$ cat src/rtl/uart_tx_ctrl.sv
// UART transmitter: frames a word as start/data/parity/stop on TxD, requested by a debounced button or tx_valid.
// TxD falls one edge after acceptance; tx_ready is low for the whole frame and requests arriving while busy are dropped.
module uart_tx_ctrl #(
  parameter int CLK_HZ          = 100_000_000,
  parameter int BAUD            = 9600,
  parameter int DATA_BITS       = 8,
  parameter int PARITY          = 0,
  parameter int STOP_BITS       = 1,
  parameter int DEBOUNCE_CYCLES = 50_000
) (
  input  logic                 clk,
  input  logic                 reset,
  input  logic [DATA_BITS-1:0] data,
  input  logic                 send_btn,
  input  logic                 tx_valid,
  output logic                 tx_ready,
  output logic                 frame_done,
  output logic                 TxD
);
  localparam int BAUD_DIV = CLK_HZ / BAUD;
  localparam int CW       = $clog2(BAUD_DIV);
  localparam int IW       = $clog2(DATA_BITS);
  localparam int DW       = (DEBOUNCE_CYCLES > 1) ? $clog2(DEBOUNCE_CYCLES) : 1;
  localparam logic [CW-1:0] BAUD_LAST = CW'(BAUD_DIV - 1);
  localparam logic [IW-1:0] BIT_LAST  = IW'(DATA_BITS - 1);
  localparam logic [DW-1:0] DB_LAST   = DW'(DEBOUNCE_CYCLES - 1);
  localparam logic          STOP_LAST = 1'(STOP_BITS - 1);

  typedef enum logic [2:0] {S_IDLE, S_START, S_DATA, S_PARITY, S_STOP} state_t;

  logic          sync1, sync2, btn_deb, btn_deb_d;
  logic [DW-1:0] db_cnt;
  logic          press, req;

  always_ff @(posedge clk) begin
    if (reset) begin
      sync1     <= 1'b0;
      sync2     <= 1'b0;
      btn_deb   <= 1'b0;
      btn_deb_d <= 1'b0;
      db_cnt    <= '0;
    end else begin
      sync1     <= send_btn;
      sync2     <= sync1;
      btn_deb_d <= btn_deb;
      // Level only moves after DEBOUNCE_CYCLES consecutive samples disagreeing with it.
      if (sync2 == btn_deb) begin
        db_cnt <= '0;
      end else if (db_cnt == DB_LAST) begin
        btn_deb <= sync2;
        db_cnt  <= '0;
      end else begin
        db_cnt <= db_cnt + 1'b1;
      end
    end
  end

  assign press = btn_deb & ~btn_deb_d;
  assign req   = press | tx_valid;

  state_t                state;
  logic [CW-1:0]         baud_cnt;
  logic [IW-1:0]         bit_idx;
  logic                  stop_idx;
  logic [DATA_BITS-1:0]  shreg;
  logic                  par_bit;
  logic                  baud_end;

  assign baud_end = (baud_cnt == BAUD_LAST);

  always_ff @(posedge clk) begin
    if (reset) begin
      state      <= S_IDLE;
      baud_cnt   <= '0;
      bit_idx    <= '0;
      stop_idx   <= 1'b0;
      shreg      <= '0;
      par_bit    <= 1'b0;
      TxD        <= 1'b1;
      tx_ready   <= 1'b1;
      frame_done <= 1'b0;
    end else begin
      frame_done <= 1'b0;
      if (state != S_IDLE) baud_cnt <= baud_end ? '0 : baud_cnt + 1'b1;
      case (state)
        S_IDLE: if (req) begin
          state    <= S_START;
          shreg    <= data;
          par_bit  <= (PARITY == 1) ? ~^data : ^data;
          TxD      <= 1'b0;
          tx_ready <= 1'b0;
        end
        S_START: if (baud_end) begin
          state <= S_DATA;
          TxD   <= shreg[0];
        end
        S_DATA: if (baud_end) begin
          shreg   <= shreg >> 1;
          bit_idx <= (bit_idx == BIT_LAST) ? '0 : bit_idx + 1'b1;
          if (bit_idx != BIT_LAST) begin
            TxD <= shreg[1];
          end else if (PARITY != 0) begin
            state <= S_PARITY;
            TxD   <= par_bit;
          end else begin
            state <= S_STOP;
            TxD   <= 1'b1;
          end
        end
        S_PARITY: if (baud_end) begin
          state <= S_STOP;
          TxD   <= 1'b1;
        end
        S_STOP: if (baud_end) begin
          if (stop_idx == STOP_LAST) begin
            state      <= S_IDLE;
            stop_idx   <= 1'b0;
            tx_ready   <= 1'b1;
            frame_done <= 1'b1;
          end else begin
            stop_idx <= 1'b1;
          end
        end
        default: state <= S_IDLE;
      endcase
    end
  end
endmodule
$ cat config.mk
export PLATFORM = sky130hd
export DESIGN_NAME = uart_tx_ctrl
export DESIGN_NICKNAME = d
export VERILOG_FILES = /design/src/rtl/uart_tx_ctrl.sv
export SDC_FILE = /design/constraint.sdc
export NUM_CORES = 1
export LEC_CHECK = 0
export ABC_CLOCK_PERIOD_IN_PS = 2600
export BUFFER_PORTS_ARGS = -buffer_cell sky130_fd_sc_hd__buf_2
export CAP_MARGIN = 20
export CORE_UTILIZATION = 59
export DETAILED_ROUTE_END_ITERATION = 6
export GPL_ROUTABILITY_DRIVEN = 1
export PLACE_DENSITY = 0.85
export SYNTH_ARGS = -nofsm -noshare
export SYNTH_HDL_FRONTEND = slang
export SYNTH_SLANG_ARGS = --single-unit
$ cat constraint.sdc
create_clock -name clk -period 2.6 [get_ports clk]
set_input_delay 0.13 -clock clk [delete_from_list [all_inputs] [get_ports clk]]
set_output_delay 0.13 -clock clk [all_outputs]
set_load 0.03 [all_outputs]
# == Word level (Yosys, flattened, before mapping) ==
# Cells that the tools add are included.
# word_totals
reg_bits,52
in_bits,12
out_inout_bits,3
word_cells,76
# op_classes
add_sub_neg,3
eq_ne,16
mux,24
n_bitwise,6
n_reduce_logical,14
# ops
operator,count
two-way mux 3 bit,8
"adder 16 x 1 -> 16 bit, second input constant",1
"equality test 16 bit, second input constant",1
two-way mux 8 bit,2
one-hot mux 8 bit (2 select lines),1
one-hot mux 3 bit (5 select lines),1
"adder 14 x 1 -> 14 bit, second input constant",1
"equality test 14 bit, second input constant",1
two-way mux 14 bit,1
"inequality test 2 bit, second input constant",7
two-way mux 1 bit,9
AND reduction 7 bit,1
"equality test 3 x 2 -> 1 bit, second input constant",2
"equality test 3 bit, second input constant",2
AND reduction 2 bit,3
OR reduction 3 bit,2
AND reduction 5 bit,1
NOT 1 bit,4
one-hot mux 1 bit (4 select lines),1
AND reduction 4 bit,1
nonzero test 2 bit,2
nonzero test 4 bit,1
"adder 3 x 1 -> 3 bit, second input constant",1
"equality test 3 x 1 -> 1 bit, second input constant",1
8 further kinds,8

# == Logic depth before layout (Yosys ltp) ==
# depth
word_depth,5
depth_mapped,7
depth_no_buf,5

# == Worst setup path after synthesis ==
# OpenSTA, ideal clock, no wires.
# synth_timing
path_kind,reg-to-reg
start,reg baud_cnt[4]
end,reg TxD
setup_time_ns,0.120
arrival_time_ns,2.138
required_time_ns,2.480
setup_slack_ns,0.343
path_stages_with_launch,6
path_buffers,1
synth_period_minus_slack_ns,2.257
cell_sequence,dfxtp_1 or4_4 or4_4 buf_6 or3_1 a211o_1
# synth_via
elab_chain_cells,3
word_cells_on_any_way,5
classes_between,eq/ne: 4; reduce/logical: 1
# synth_rtl
element,line_no,source
from (decl),62,logic [CW-1:0] baud_cnt;
from (signal assigned),84,if (state != S_IDLE) baud_cnt <= baud_end ? '0 : baud_cnt + 1'b1;
equality test 14 bit (*),69,assign baud_end = (baud_cnt == BAUD_LAST);
inequality test 2 bit (no source line),--,
AND reduction 5 bit (no source line) (*),--,
to (signal assigned),95,TxD <= shreg[0];
to (signal assigned),101,TxD <= shreg[1];
to (signal assigned),104,TxD <= par_bit;
to (decl),18,output logic TxD
# Every way passes the cells marked *; elsewhere a longest branch is shown, timed or not.
# A chain may end at the register's enable or synchronous reset.

# == Worst setup path in the final report ==
# layout_timing
start,reg baud_cnt[4]
end,reg shreg[6]
# layout_via
elab_chain_cells,3
# layout_rtl
element,line_no,source
equality test 14 bit,69,
inequality test 2 bit (no source line),--,
AND reduction 3 bit (no source line),--,
to (signal assigned),88,shreg <= data;
to (signal assigned),98,shreg <= shreg >> 1;
to (decl),65,logic [DATA_BITS-1:0] shreg;
# No other way between the ends.

==> out/qor.txt <==
Gr usage total: 23.3%
Vias: 1959
Horiz. Die Dim: 65.1 um
Root buf cell: clkbuf_8
Port Buffers: 14
Data arrival, critical path: 2.47 ns
DRC Markers: 0
CTS tree: done
DP Area: 2460 um2
Ports: 15
Worst-path clk slew: 0.08 ns
# resized after CTS: 0
Outcome: finished, final reports clean
Mean Syn Cell Area: 8.69 um2
Number of diodes: 0
CP dominant cell by count: or4_4
CTS max path bufs: 2
Post-CTS setup buffers: 0
Initial antenna violation count: 0
Post-route ant nets: 0
Final Cell Area: 2550 um2
Final hold violation count: 0
Total placed cells including tap cells: 325
Worst slew margin: 65.3%
Dpl hpwl: 3030 um
Initial DRC Count: 169
Area Overhead vs Synth: 8.48%
Via density: 5.88
Max-Cap Viols: 0
Yosys warnings: 0
Critical path endpoint category: register
Mapped Area: 2350 um2
Die Y: 65.1 um
Setup Skew: 0.00776 ns
Setup TNS Final: 0 ns
Post-Layout Cell Count: 333
Final setup viols: 0
Die area: 4230 um2
Grt ovf: 0
Htree depth: 2
Most frequent cells in the layout: dfxtp_1, nor2_1, xnor2_1
Fillcell total: 320
RSZ-0062 raised after global routing: false
Worst setup SP type: register
Number of global-route vias before repair: 1748
Shortest period the worst path allows: 2.25 ns
Crit-path max FO: 13
Placement Rows: 22
Slew at the pin closest to its max-slew limit: 0.521 ns
Final Cycle Share: 86.5%
Cell taking the most area after synthesis: dfxtp_1
Initial Util: 62.7%
Drt total wl: 4470 um
Crit-path slowest cell: or4_4
Worst hold path type: primary input to register
Top area cells in the synthesized netlist: dfxtp_1, xnor2_1, nor2_1, o21ai_0, nand3_1
Syn Nets: 286
Sink Count: 51
Largest net degree at the start of global routing: 34
Commonest non-fill, non-tap cell in the layout: dfxtp_1
Final Max Tran Viols: 0
Yosys reg bits: 51
Final nets: 300
Cells after synthesis: 270
Sequential share of the synthesized area: 43.5%
Core box area: 3740 um2
Clk_lat worst skew: 0.31 ns
Post-CTS Hold Buffers: 0
First-pass GRT wire length: 7630 um
CP Data Required Time: 2.83 ns
Synth top area share: 43.5%
Worst vdd ir: 0.365 mV
Leak: 0.865 nW
WL per Instance: 13.4 um
Cell Pwr Density: 524 nW/um2
Max frequency: 445 MHz
DRT Pass-1 Iters: 4
Synth cell types: 42
Sequence of cells on the critical path: or4_4 -> or4_4 -> buf_4 -> or3_1 -> o211ai_1
Hold_ws: 0.0298 ns
CTS buffer count: 5
RePlAce Congestion: 0.851
Crit-path max cell delay: 0.59 ns
WS Path Type: register to register
Share of cells above drive strength 1: 10.5%
-- path summary, 6_finish.rpt --
| check | endpoint | startpoint | depth (start not counted) | slack (ns) |
|---|---|---|---|---|
| worst min register to register | sync2$_SDFF_PP0_ | sync1$_SDFF_PP0_ | 1 | 0.46 |
| worst max register to register | shreg[6]$_SDFFE_PP0P_ | baud_cnt[4]$_SDFFE_PP0N_ | 5 | 0.35 |
| worst min-delay path | sync1$_SDFF_PP0_ | send_btn | 2 | 0.03 |
| worst max-delay path | shreg[6]$_SDFFE_PP0P_ | baud_cnt[4]$_SDFFE_PP0N_ | 5 | 0.35 |
-- Yosys cell counts (all sizes together) --
| master | count |
|---|---|
| o21bai | 1 |
| nand2 | 14 |
| or3 | 6 |
| nand3 | 13 |
| nor2 | 35 |
| o31ai | 2 |
| o21a | 1 |
| or3b | 1 |
| o2111ai | 1 |
| a22oi | 7 |
| clkbuf | 9 |
| a21oi | 9 |
| nor3 | 8 |
| nand3b | 2 |
| xnor2 | 19 |
| or2 | 1 |
| nand2b | 3 |
| nor3b | 6 |
| and3 | 1 |
| mux2i | 5 |
| buf | 4 |
| inv | 5 |
| o21ai | 16 |
| and2 | 1 |
| dfxtp | 51 |
| nand4 | 8 |
| xor2 | 7 |
| or4b | 1 |
| a31oi | 1 |
| o211ai | 2 |
| nor2b | 5 |
| nor4 | 8 |
| or4 | 6 |
| ha | 4 |
| nand4b | 1 |
| a211oi | 3 |
| and4 | 2 |
| a211o | 1 |
-- metrics by stage --
| stage | setup WS (ns) | util (%) | total power, mW |
|---|---|---|---|
| 5_1_grt | 0.301 | 68.0 | 1.38 |
| 3_3_place_gp | 0.407 | 65.8 | 0.914 |
| 4_1_cts | 0.356 | 68.0 | 1.34 |
| 3_5_place_dp | 0.372 | 65.8 | 0.917 |
| 6_report | 0.351 | 68.0 | 1.34 |
| 2_1_floorplan | 0.343 | - | 0.887 |
-- sequential cells by signal, summed over array words and instances, names as in the netlist, 3 cells and up --
signal    count
shreg         8
bit_idx       3
baud_cnt     14
db_cnt       16
state         3
-- power by group --
| part | switching [mW] | internal (mW) | total, mW |
|---|---|---|---|
| Clock | 0.247 | 0.189 | 0.436 |
| Combinational | 0.0502 | 0.0366 | 0.0868 |
| Sequential | 0.0134 | 0.798 | 0.812 |
| Total | 0.311 | 1.02 | 1.34 |
-- worst max-delay path: cells and delay by family, from the launching register on --
kind	cells	cell delay (ns)
and+or+nand+nor	3	1.50
DFF	1	0.36
buffers and inverters	1	0.21
AOI/OAI and AO/OA	1	0.09
-- logic make-up after synthesis --
| group | Yosys count | share of synthesized area (%) |
|---|---|---|
| compound gates | 44 | 11.5 |
| xor+xnor | 26 | 9.70 |
| fa+ha+maj | 4 | 2.13 |
| buf+inv | 18 | 3.25 |
| flops | 51 | 43.5 |
| mux | 5 | 2.13 |
| simple gates | 122 | 27.8 |
-- metal layers --
layer / share of wire, % / vias to the layer above / global-route usage (%)
met1: 45 / 916 / 29.4
met5: 0 / - / 0
li1: - / 985 / -
met2: 48 / 51 / 38.5
met4: 1.6 / 0 / 9.78
met3: 5.1 / 7 / 4.75
-- layout make-up --
| class | instances | area, um2 | area share (%) |
|---|---|---|---|
| clock buffers | 7 | 76.3 | 3.00 |
| clock inverters | 1 | 5.00 | 0.197 |
| inverters | 5 | 18.8 | 0.737 |
| multi-input cells | 201 | 1250 | 49.1 |
| flip-flops and latches | 51 | 1020 | 40.1 |
| well taps | 48 | 60.1 | 2.36 |
| repair buffers | 20 | 115 | 4.52 |
(Power assumes the default switching activity.)
